===== src/rtl/seq_pattern_detector.sv =====
// seq_pattern_detector: programmable serial pattern matcher with fill qualification, overlap control and saturating match count
module seq_pattern_detector #(
  parameter int                 MAX_LEN = 8,
  parameter int                 LEN_W   = $clog2(MAX_LEN + 1),
  parameter int                 CNT_W   = 8,
  parameter logic [MAX_LEN-1:0] DEF_PAT = MAX_LEN'(8'b0000_0101),
  parameter int                 DEF_LEN = 3,
  parameter bit                 DEF_OVL = 1'b1
) (
  input  logic               clk,
  input  logic               rst,
  input  logic               in_valid,
  input  logic               a,
  input  logic               cfg_we,
  input  logic [MAX_LEN-1:0] cfg_pat,
  input  logic [LEN_W-1:0]   cfg_len,
  input  logic               cfg_ovl,
  input  logic               cnt_clr,
  output logic               match,
  output logic [CNT_W-1:0]   match_cnt,
  output logic [LEN_W-1:0]   cur_len
);
  logic [MAX_LEN-2:0] history;
  logic [LEN_W-1:0]   fill;
  logic [LEN_W-1:0]   len_c;
  logic [MAX_LEN-1:0] pat;
  logic [MAX_LEN-1:0] win;
  logic [MAX_LEN-1:0] mask;
  logic               ovl;
  logic               hit;
  // Compare only the low cur_len bits of {history, a}; a config write swallows the sample
  always_comb begin
    win = {history, a};
    for (int i = 0; i < MAX_LEN; i++) mask[i] = i < int'(cur_len);
    len_c = cfg_len == '0 ? LEN_W'(1) : cfg_len > LEN_W'(MAX_LEN) ? LEN_W'(MAX_LEN) : cfg_len;
    hit = !cfg_we && in_valid && fill >= cur_len - LEN_W'(1) && ((win ^ pat) & mask) == '0;
  end
  // Configuration and sample history; non-overlap hits restart the fill so the next match needs fresh bits
  always_ff @(posedge clk or posedge rst)
    if (rst) begin
      history <= '0;
      fill    <= '0;
      pat     <= DEF_PAT;
      cur_len <= LEN_W'(DEF_LEN);
      ovl     <= DEF_OVL;
    end else if (cfg_we) begin
      history <= '0;
      fill    <= '0;
      pat     <= cfg_pat;
      cur_len <= len_c;
      ovl     <= cfg_ovl;
    end else if (in_valid) begin
      history <= win[MAX_LEN-2:0];
      fill    <= hit && !ovl ? '0 : fill == LEN_W'(MAX_LEN - 1) ? fill : fill + LEN_W'(1);
    end
  // Registered match pulse and saturating match counter, clear wins over a hit
  always_ff @(posedge clk or posedge rst)
    if (rst) begin
      match     <= 1'b0;
      match_cnt <= '0;
    end else begin
      match     <= hit;
      match_cnt <= cnt_clr ? '0 : hit && match_cnt != '1 ? match_cnt + CNT_W'(1) : match_cnt;
    end
endmodule


===== config.mk =====
export PLATFORM = sky130hd
export DESIGN_NAME = seq_pattern_detector
export DESIGN_NICKNAME = d
export VERILOG_FILES = /design/src/rtl/seq_pattern_detector.sv
export SDC_FILE = /design/constraint.sdc
export NUM_CORES = 1
export LEC_CHECK = 0
export BUFFER_PORTS_ARGS = -buffer_cell sky130_fd_sc_hd__buf_2
export CORE_MARGIN = 10
export CORE_UTILIZATION = 35
export CTS_BUF_LIST = sky130_fd_sc_hd__clkbuf_8
export CTS_CLUSTER_DIAMETER = 30
export CTS_CLUSTER_SIZE = 24
export DETAILED_ROUTE_END_ITERATION = 8
export MAX_ROUTING_LAYER = met4
export PLACE_DENSITY = 0.58
export SLEW_MARGIN = 10
export SYNTH_ARGS = -nofsm -noshare
export SYNTH_HDL_FRONTEND = slang
export SYNTH_SLANG_ARGS = --single-unit
export TNS_END_PERCENT = 10

===== constraint.sdc =====
create_clock -name clk -period 7 [get_ports clk]
set_input_delay 0.35 -clock clk [delete_from_list [all_inputs] [get_ports clk]]
set_output_delay 0.35 -clock clk [all_outputs]
set_load 0.01 [all_outputs]

# Word-level counts from Yosys, hierarchy flattened
# Index checks and enable logic that the tools add are counted.
[word_totals]
inputBits = 19
memories = 0
ram_bits = 0
mem_bits_ro = 0
latchBits = 0
elab_cells = 47
register_bits = 33
[op_classes]
div = 0
n_bitwise = 2
reduce_logical = 12
shift = 0
multipliers = 0
n_lt_le_gt_ge = 10
n_mux = 10
eq_ne = 3
n_addsub = 3
[ops]
columns = ["op", "n"]
rows = [
  ["2-to-1 mux 4 bit", 6],
  ["< comparator 3 x 4 -> 1 bit (first input constant)", 4],
  ["2-to-1 mux 8 bit", 2],
  ["2-to-1 mux 7 bit", 2],
  ["adder 8 x 1 -> 8 bit (second input constant)", 1],
  ["AND 8 bit", 1],
  ["zero test 8 bit", 1],
  ["< comparator 1 x 4 -> 1 bit (first input constant)", 2],
  ["< comparator 2 x 4 -> 1 bit (first input constant)", 2],
  ["!= test 8 bit (second input constant)", 1],
  ["bitwise XOR 8 bit", 1],
  ["logical AND 1 bit", 5],
  ["adder 4 x 1 -> 4 bit (second input constant)", 1],
  ["== test 4 x 3 -> 1 bit (second input constant)", 1],
  ["greater-or-equal comparator 4 bit", 1],
  ["> comparator 4 bit (second input constant)", 1],
  ["zero test 4 bit", 1],
  ["nonzero test 2 bit", 2],
  ["subtractor 4 x 1 -> 4 bit (second input constant)", 1],
  ["!= test 3 bit (second input constant)", 1],
  ["zero test 1 bit", 2],
  ["AND reduction 2 bit", 1],
]

# Depth between registers and ports, before layout
[logic_depth]
ltp_word = 8
depth_mapped = 9
depth_no_buf = 9

# Worst setup path after synthesis
# Ideal clock, no wire load.
[synth_timing]
kind = "register to register"
startpoint = "register cur_len[0]"
endpoint = "register match_cnt[3]"
slack_ps = 4502
t_arrival_ps = 2370
required_ps = 6873
path_stages_with_launch = 10
path_buffers = 0
path_cell_list = "dfstp_2 -> inv_1 -> ha_1 -> xnor2_1 -> ha_1 -> o21ai_0 -> nand2b_1 -> nand3_1 -> or4b_1 -> mux2_1"
[synth_between]
elab_chain_cells = 6
[synth_lines]
columns = ["item", "line_no", "rtl"]
rows = [
  ["start, declared", "21", "output logic [LEN_W-1:0] cur_len"],
  ["start signal, assigned", "44", "cur_len <= LEN_W'(DEF_LEN);"],
  ["start signal, assigned", "50", "cur_len <= len_c;"],
  ["subtractor 4 x 1 -> 4 bit, or another cell as far along", "36", "hit = !cfg_we && in_valid && fill >= cur_len - LEN_W'(1) && ((win ^ pat) & mask) == '0;"],
  ["greater-or-equal comparator 4 bit or AND 8 bit (tied branches)", "36", ""],
  ["logical AND 1 bit or zero test 8 bit (tied branches)", "36", ""],
  ["logical AND 1 bit *", "36", ""],
  ["logical AND 1 bit *", "63", "match_cnt <= cnt_clr ? '0 : hit && match_cnt != '1 ? match_cnt + CNT_W'(1) : match_cnt;"],
  ["nonzero test 2 bit (no line) *", "n/a", ""],
  ["end signal, assigned", "63", ""],
  ["end, declared", "20", "output logic [CNT_W-1:0] match_cnt,"],
]
# Mark *: on every way between the ends. The rest lies on a longest branch, timed or not.
# A chain may end at the register's enable or synchronous reset.

# Worst setup path in the final report
# Ends and elaborated chain as after synthesis.

==> results.yml <==
run_status:
  status: "finished, final reports clean"
critical_path:
  reg2reg_slack_ps: 4340
  crit_path_max_fanout: 6
  timing.rr.start: "cur_len[0]"
  cp_data_arrival_time_ps: 2830
  crit_path_end_kind: "flip-flop"
  path_class: "flip-flop to flip-flop"
  r2r-end: "match_cnt[3]"
  cp.required_ps: 7170
  crit_path_start_kind: "flip-flop"
  r2r_cells: 9
sta:
  slew_violations: 0
  fin_crit_ps: 2660
  final.period_utilization_pct: 38.0
  rsz0062_at_grt: "no"
  setup_viol: 0
  hold_viol: 0
  tightest_slew_ps: 717
  slew-limit-headroom_pct: 51.8
  fin_setup_tns_ps: 0
  finalClockSkew_ps: 1.36
  fmax_mhz: 375
synthesis:
  synth_top_area_share_pct: 38.0
  ys_warn_count: 0
  synth.area.top_cells: "dfrtp_1 38%, mux2_2 7.9%, dfstp_2 7.1%, ha_1 6.1%, xnor2_1 5.2%"
  ys_ff_latch: 33
  ys_types: 36
  avgSynthCellArea_sq_um: 10.4
  syn_nets: 206
  yosysTopAreaCell: "dfrtp_1"
  synth_edf_count: 0
  netlist_area_sq_um: 1850
  ys_seq_area_share_pct: 45.1
  ys.flop_type: "dfrtp_1"
  async_reset_ff_share_pct: 100
  syn_inst: 178
clocking:
  post_cts_buffers: 0
  cts_root_buf: "clkbuf_8"
  post_cts_resized: 0
  cts.sinks: 33
  htreeDepth: 2
  postCtsHoldBufs: 0
  cts.clk_slew.worst_paths_ps: 70
  clock_path_buffers: 2
  cts_buffers: 5
  tritoncts: "built"
  clk_latency_ps: 280
floorplan:
  ios: 32
  core-area_sq_um: 5110
  start_util_pct: 36.1
  die_w_um: 92.6
  die_area_sq_um: 8580
  rows: 26
  dieHeight_um: 92.6
placed_design:
  io_buffers: 31
  dp_cells: 271
  place.gp.congestion: 0.750
  dp_hpwl_um: 2850
route:
  drt.antenna.violating_nets: 0
  dr.pass1.iters: 4
  wire_per_inst_um: 14.0
  wirelength_um: 3920
  drt-initial-drc-count: 79
  viasPerCell: 4.87
  drc: 0
  num_vias: 1359
grt:
  antenna_found_initial: 0
  grt_max_degree: 34
  track_usage_pct: 9.91
  grt_overflow: 0
  grt_pass1_wl_um: 6790
  grt_pass1_vias: 1440
pwr:
  peakVddDrop_v: 0.0000797
  p_leak_nw: 0.972
  powerDensity_nw_per_um2: 197
layout:
  drive_above_1_share_pct: 28.7
  nNetsFinal: 236
  n_antenna_cell: 0
  final_cells: 279
  fillerInstances: 512
  synthToLayoutAreaGrowth_pct: 15.9
run:
  cap_violations: 0
hold_path:
  min_path_type: "input port to async pin"
## layer usage
metal	track usage, %	wire length (um)	share of wire, %	vias up
li1	-	-	-	693
met1	11.4	1870	48	646
met2	15.9	1860	47	15
met3	2.58	118	3.0	5
met4	4.24	69	1.8	0
met5	-	0	0	-
## how the worst max path moves through the flow
stage                from      endpoint  cells past startpoint
2_1_floorplan  cur_len[0]  match_cnt[3]                      9
3_3_place_gp   cur_len[0]  match_cnt[3]                      9
3_5_place_dp   cur_len[0]  match_cnt[3]                      9
4_1_cts        cur_len[0]  match_cnt[3]                      9
5_1_grt        cur_len[1]  match_cnt[3]                      9
6_report       cur_len[0]  match_cnt[3]                      9
## final cells by class
type                       instances  area (sq um)  share of cell area [%]
clock buffer                       5          68.8                    3.22
clock inverter                     3          17.5                   0.819
inverter                           7          26.3                    1.23
multi-input combinational        129           943                    44.1
sequential                        33           832                    38.9
tap                               70          87.6                    4.10
timing repair buffer              32           163                    7.61
## critical path: stages, from the launching register on
cell	delay (ps)
dfstp_2	570
inv_1	80
ha_1	240
xnor2_1	140
ha_1	280
o21ai_0	70
nand2b_1	140
nand3_1	200
or4b_1	520
mux2_1	320
## placed cells by master (no fill, tap or decap), types with 2 or more instances in the layout
cell type,netlist,layout
a21oi_1,7,7
and4_1,2,2
buf_2,2,31
clkbuf_8,0,5
clkinv_2,0,2
dfrtp_1,28,28
dfstp_2,5,5
ha_1,9,9
inv_1,7,7
mux2_2,13,13
mux2i_1,9,9
nand2_1,9,9
nand2b_1,6,6
nand3_1,3,3
nand4_1,4,4
nor2_1,16,16
nor2b_1,6,6
nor3_1,6,6
nor4_1,5,5
o21ai_0,3,3
o22ai_1,5,5
o31ai_1,2,2
or4_1,2,2
xnor2_1,11,11
## registers in the layout, indices dropped and copies added, names as in the netlist
register   flops
cur_len        4
history        7
fill           4
ovl            1
match          1
pat            8
match_cnt      8
## metrics by stage
stage	cell area, sq um	hold slack, ps	util (%)	setup WS [ps]	total power, mW
2_1_floorplan	1850	415	-	4500	0.265
5_1_grt	2140	194	41.9	4150	0.446
3_5_place_dp	2050	473	40.2	4360	0.284
3_3_place_gp	2050	463	40.2	4430	0.283
6_report	2140	143	41.9	4340	0.421
4_1_cts	2140	159	41.9	4340	0.429
## cell usage after synthesis (6+ instances only)
| library cell | number |
|---|---|
| dfrtp_1 | 28 |
| nor2b_1 | 6 |
| inv_1 | 7 |
| xnor2_1 | 11 |
| ha_1 | 9 |
| a21oi_1 | 7 |
| nor3_1 | 6 |
| nand2_1 | 9 |
| nor2_1 | 16 |
| mux2i_1 | 9 |
| nand2b_1 | 6 |
| mux2_2 | 13 |
## cells by family (layout without fill, tap and decap cells)
| family | Yosys count | in the layout | synth area share [%] |
|---|---|---|---|
| AOI/OAI and AO/OA | 20 | 20 | 6.71 |
| xor gates and xnor gates | 11 | 11 | 5.22 |
| adders and majority gates | 9 | 9 | 6.10 |
| buffers and inverters | 16 | 47 | 3.80 |
| DFF | 33 | 33 | 45.1 |
| muxes | 23 | 23 | 13.4 |
| and+or+nand+nor | 66 | 66 | 19.7 |
## power breakdown
group | switching, mW | leakage, nW | internal (mW)
clock network | 0.0734 | 0.0439 | 0.0686
registers | 0.00947 | 0.425 | 0.202
logic | 0.0376 | 0.503 | 0.0302
(Power assumes the default switching activity.)
